===== src/rtl/mod_i2s_tx_stream.sv =====
// I2S / left-justified stereo serializer fed by a one-entry left/right holding buffer.
// Latency: an accepted pair starts shifting out at the next frame load (d==0), MSB first.
// Backpressure: o_ready is low while the buffer holds a pair; an empty buffer at load sends zeros.
module mod_i2s_tx_stream #(
    parameter int CLK_DIV  = 16,
    parameter int SAMPLE_W = 16,
    parameter int SLOT_W   = 32,
    parameter int MODE     = 0
) (
    input  logic                i_clk,
    input  logic                i_rst,
    input  logic [SAMPLE_W-1:0] i_left,
    input  logic [SAMPLE_W-1:0] i_right,
    input  logic                i_valid,
    output logic                o_ready,
    output logic                o_sck,
    output logic                o_ws,
    output logic                o_sd,
    output logic                o_underrun
);

    localparam int DW = (CLK_DIV > 1) ? $clog2(CLK_DIV) : 1;
    localparam int BW = $clog2(2 * SLOT_W);
    localparam logic [DW-1:0] DIV_LAST = DW'(CLK_DIV - 1);
    localparam logic [BW-1:0] B_LAST   = BW'(2 * SLOT_W - 1);
    localparam logic [BW-1:0] SLOT_B   = BW'(SLOT_W);

    generate
        if (SLOT_W < SAMPLE_W) begin : g_bad_slot
            $error("SLOT_W must be >= SAMPLE_W");
        end
        if (CLK_DIV < 1 || CLK_DIV > 256) begin : g_bad_div
            $error("CLK_DIV must be in 1..256");
        end
        if (SAMPLE_W < 8 || SAMPLE_W > 32) begin : g_bad_sample
            $error("SAMPLE_W must be in 8..32");
        end
        if (MODE != 0 && MODE != 1) begin : g_bad_mode
            $error("MODE must be 0 or 1");
        end
    endgenerate

    typedef struct packed {
        logic [SAMPLE_W-1:0] left;
        logic [SAMPLE_W-1:0] right;
    } pair_t;

    logic [DW-1:0]       div_cnt;
    logic                sck_q;
    logic [BW-1:0]       b_q;
    logic                ws_q;
    logic                sd_q;
    logic                und_q;
    logic                buf_full;
    pair_t               buf_dat;
    pair_t               frame_q;

    logic                tick;
    logic                fall;
    logic                accept;
    logic                load;
    logic [BW-1:0]       b_nxt;
    logic [BW-1:0]       d_nxt;
    logic [BW-1:0]       k;
    logic                chan_right;
    pair_t               frame_nxt;
    logic [SAMPLE_W-1:0] sample;
    logic [SAMPLE_W-1:0] shifted;
    logic                sd_nxt;

    always_comb begin
        tick   = (div_cnt == DIV_LAST);
        fall   = tick & sck_q;
        accept = i_valid & ~buf_full;
        b_nxt  = (b_q == B_LAST) ? '0 : b_q + BW'(1);
        if (MODE == 1) begin
            d_nxt = b_nxt;
        end else begin
            d_nxt = (b_nxt == '0) ? B_LAST : b_nxt - BW'(1);
        end
        load = fall & (d_nxt == '0);
        // The bit driven at the load fall must already come from the new frame
        frame_nxt = frame_q;
        if (load) begin
            frame_nxt = buf_full ? buf_dat : '0;
        end
        chan_right = (d_nxt >= SLOT_B);
        k          = chan_right ? d_nxt - SLOT_B : d_nxt;
        sample     = chan_right ? frame_nxt.right : frame_nxt.left;
        // Shifting by k >= SAMPLE_W empties the word, giving the zero padding for free
        shifted    = sample << k;
        sd_nxt     = shifted[SAMPLE_W-1];
    end

    always_ff @(posedge i_clk) begin
        if (i_rst) begin
            div_cnt  <= '0;
            sck_q    <= 1'b0;
            b_q      <= B_LAST;
            ws_q     <= 1'b0;
            sd_q     <= 1'b0;
            und_q    <= 1'b0;
            buf_full <= 1'b0;
            buf_dat  <= '0;
            frame_q  <= '0;
        end else begin
            div_cnt <= tick ? '0 : div_cnt + DW'(1);
            if (tick) begin
                sck_q <= ~sck_q;
            end
            und_q <= load & ~buf_full;
            if (fall) begin
                b_q     <= b_nxt;
                ws_q    <= (b_nxt >= SLOT_B);
                sd_q    <= sd_nxt;
                frame_q <= frame_nxt;
            end
            // An acceptance coinciding with an underrun load stays buffered for the next frame
            if (load && buf_full) begin
                buf_full <= 1'b0;
            end else if (accept) begin
                buf_full <= 1'b1;
                buf_dat  <= '{left: i_left, right: i_right};
            end
        end
    end

    assign o_ready    = ~buf_full;
    assign o_sck      = sck_q;
    assign o_ws       = ws_q;
    assign o_sd       = sd_q;
    assign o_underrun = und_q;

endmodule

===== config.mk =====
export PLATFORM = sky130hd
export DESIGN_NAME = mod_i2s_tx_stream
export DESIGN_NICKNAME = d
export VERILOG_FILES = /design/src/rtl/mod_i2s_tx_stream.sv
export SDC_FILE = /design/constraint.sdc
export NUM_CORES = 1
export LEC_CHECK = 0
export CORE_MARGIN = 1.5
export CORE_UTILIZATION = 61
export DETAILED_ROUTE_END_ITERATION = 7
export GPL_TIMING_DRIVEN = 0
export PLACE_DENSITY = 0.95
export SLEW_MARGIN = 40
export SYNTH_ARGS = -nofsm -noshare
export SYNTH_HDL_FRONTEND = slang
export SYNTH_SLANG_ARGS = --single-unit

===== constraint.sdc =====
create_clock -name i_clk -period 6.4 [get_ports i_clk]
set_input_delay 0.64 -clock i_clk [delete_from_list [all_inputs] [get_ports i_clk]]
set_output_delay 0.64 -clock i_clk [all_outputs]
set_load 0.1 [all_outputs]

==> results.py <==
metrics = {
    "power": {
        "p_int_uw": 702.4,
        "clkPwrFrac": 0.376,
        "p_per_area_nw_per_um2": 209.8,
        "sw_frac_of_total": 0.2569,
        "comb_power_share": 0.078,
        "max-vdd-ir-drop_uv": 218.3,
        "power_leakage_nw": 1.599,
        "p_switching_uw": 242.8,
        "seqPwrFrac": 0.546,
    },
    "setup_path": {
        "critPathLaunchType": "flop",
        "worst_setup_path_end_kind": "flop",
        "r2r_cells": 14,
        "r2r_start": "b_q[1]",
        "arrival_ns": 3.96,
        "slowest_delay_ns": 0.51,
        "crit_path_end": "frame_q[15]",
        "worstSetupPathType": "reg2reg",
        "critPathRequiredTime_ns": 6.68,
        "r2r-end": "frame_q[15]",
        "startpoint": "b_q[1]",
        "cp_top_family": "buffers and inverters",
        "path_buf_inv": 4,
        "cpMaxStageDelayCell": "dfxtp_1",
        "cp_cell_sequence": "ha_1 > buf_2 > nand2_1 > nor2_1 > or2_1 > inv_1 > ha_1 > o2111ai_4 > a21oi_4 > buf_6 > o21ai_1 > clkbuf_1 > nand2_1 > a21oi_1",
        "cp.depth": 14,
        "cp_max_fo": 10,
        "rrSetupSlack_ns": 2.72,
    },
    "sta": {
        "max_freq_ghz": 0.2717,
        "tightest_slew_ns": 0.6301,
        "rsz0062_at_grt": "no",
        "setup_violations": 0,
        "skew_ns": 0.008908,
        "drv_slew": 0,
        "post-route-min-period_ns": 3.680,
        "slew-limit-headroom": 0.5786,
        "fin_crit_sh": 0.5750,
        "tns_ns": 0,
        "hold_viol": 0,
    },
    "drt": {
        "wire_per_inst_um": 17.33,
        "drt-total-wl_um": 10760,
        "initialDrtViolationCount": 295,
        "dr_total_vias": 3833,
        "drtAntennaViolNets": 0,
        "viasPerCell": 6.172,
        "route.detailed.drc": 0,
        "dr.pass1.iters": 5,
    },
    "job": {
        "max-cap-violations": 0,
    },
    "floorplan": {
        "start_util": 0.6412,
        "die_x_um": 82.59,
        "coreArea_um2": 6026,
        "dieArea_um2": 6820,
        "die_y_um": 82.59,
        "io_pins": 40,
        "num_rows": 28,
    },
    "placed_design": {
        "finalWeightedCongestion": 0.9979,
        "place_hpwl_um": 7576,
        "portBuffers": 38,
    },
    "cts": {
        "h-tree-depth": 3,
        "cts_tree": "built",
        "cts-root-buf": "clkbuf_8",
        "cts_buffer_depth": 2,
        "clock_sinks": 79,
        "cts_made_buffers": 9,
        "ctsHoldBuffers": 0,
        "cts_resized": 0,
        "path_clk_slew_ns": 0.08,
        "worstSkewPairLatency_ns": 0.36,
        "post_cts_buffers": 0,
    },
    "synthesis": {
        "syn_area_um2": 3864,
        "synth_nets": 531,
        "yosysSeqAreaShare": 0.4093,
        "synth_cell_types": 60,
        "synthFlopType": "dfxtp_1",
        "yosys_warnings": 0,
        "synth_top_area_frac": 0.4093,
        "synth_area_leaders": "dfxtp_1, nand2_1, a21oi_1, nand3_1, mux2i_1",
        "synthArstFlopShare": 0,
        "avgSynthCellArea_um2": 7.853,
        "synth_edf_count": 0,
        "ys_seq_elements": 79,
        "synth.most_common_cell": "nand2_1",
        "ys_top_cells_by_count": "nand2_1, dfxtp_1, a21oi_1, nand3_1, clkbuf_1",
        "synth_top_cell_by_area": "dfxtp_1",
        "syn_inst": 492,
    },
    "status": {
        "outcome": "complete, no violations",
    },
    "global_routing": {
        "grt_max_degree": 15,
        "grt.total_usage": 0.3279,
        "antenna_found_initial": 0,
        "grt_pass1_wl_um": 16570,
        "grt_pass1_vias": 3430,
        "grt_overflow_total": 0,
    },
    "finish": {
        "area_growth_pct": 16.58,
        "layout.nets": 580,
        "drive_above_1_share": 0.08791,
        "final_util": 0.7475,
        "antennaDiodeCount": 0,
    },
    "min_path": {
        "hold_path_class": "reg2reg",
    },
}
cells by family after synthesis:
family          share of synthesized area
mux                               0.03789
flops                              0.4093
compound gates                     0.2222
simple gates                       0.2503
buf+inv                           0.05602
fa+ha+maj                         0.01295
xor+xnor                          0.01134
power groups by stage:
| stage | Clock [mW] | Combinational (mW) | Sequential, mW |
|---|---|---|---|
| after global placement | 0 | 0.0702 | 0.526 |
| after CTS | 0.356 | 0.0733 | 0.515 |
| after global routing | 0.374 | 0.0810 | 0.517 |
| after detailed placement | 0 | 0.0725 | 0.527 |
| after floorplan | 0 | 0.0398 | 0.523 |
| final | 0.355 | 0.0741 | 0.516 |
sequential cells by signal, summed over array words and instances (netlist names):
name and cells:
buf_dat 32, frame_q 32, b_q 6, div_cnt 4, buf_full 1, o_sck 1
o_sd 1, o_underrun 1, o_ws 1
routing by layer:
layer	vias to the layer above	share of wire	track usage
met3	27	0.063	0.05934
li1	1823	-	-
met5	-	0	0
met2	177	0.49	0.5520
met4	0	0.025	0.1350
met1	1806	0.43	0.4122
per-stage QoR:
step | setup slack, ns | cell area, µm² | power (mW) | hold slack (ns) | cells
2_1_floorplan | 3.528 | 3864 | 0.5630 | 0.4277 | 492
3_3_place_gp | 3.047 | 4338 | 0.5962 | 0.4359 | 605
3_5_place_dp | 2.942 | 4313 | 0.5991 | 0.4476 | 605
4_1_cts | 2.823 | 4504 | 0.9450 | 0.4570 | 621
5_1_grt | 2.542 | 4504 | 0.9723 | 0.4824 | 621
6_report | 2.720 | 4504 | 0.9451 | 0.4574 | 621
worst min-delay path by stage:
| stage | from | endpoint | cells past startpoint |
|---|---|---|---|
| 2_1_floorplan | frame_q[24] | frame_q[24] | 2 |
| 3_3_place_gp | frame_q[24] | frame_q[24] | 2 |
| 3_5_place_dp | frame_q[25] | frame_q[25] | 2 |
| 4_1_cts | frame_q[12] | frame_q[12] | 2 |
| 5_1_grt | frame_q[31] | frame_q[31] | 2 |
| 6_report | frame_q[12] | frame_q[12] | 2 |
worst reg2reg max path: stages, from the launching register on:
cell and delay (ns):
dfxtp_1 0.51, ha_1 0.30, buf_2 0.26, nand2_1 0.13, nor2_1 0.28, or2_1 0.28, inv_1 0.15, ha_1 0.25
o2111ai_4 0.10, a21oi_4 0.10, buf_6 0.17, o21ai_1 0.29, clkbuf_1 0.45, nand2_1 0.14, a21oi_1 0.18
layout make-up:
class	instances	area, µm²
Timing Repair Buffer	38	355.3
Fill cell	447	1521
Sequential cell	79	1582
Clock inverter	5	40.04
Inverter	5	18.77
Multi-Input combinational cell	368	2066
Tap cell	75	93.84
Buffer	40	197.7
Clock buffer	11	151.4
placed cells by master, fill, tap and decap left out, types with 4 or more instances in the layout:
| cell type | instances |
|---|---|
| a21oi_1 | 77 |
| a41oi_1 | 4 |
| and2_1 | 9 |
| buf_2 | 10 |
| buf_4 | 5 |
| clkbuf_1 | 24 |
| clkbuf_8 | 11 |
| clkdlybuf4s50_1 | 33 |
| dfxtp_1 | 79 |
| ha_1 | 4 |
| inv_1 | 5 |
| mux2i_1 | 9 |
| nand2_1 | 118 |
| nand2b_1 | 4 |
| nand3_1 | 38 |
| nand3b_1 | 4 |
| nor2_1 | 18 |
| nor3_1 | 7 |
| o21ai_0 | 14 |
Power figures use the tool's default switching activity.
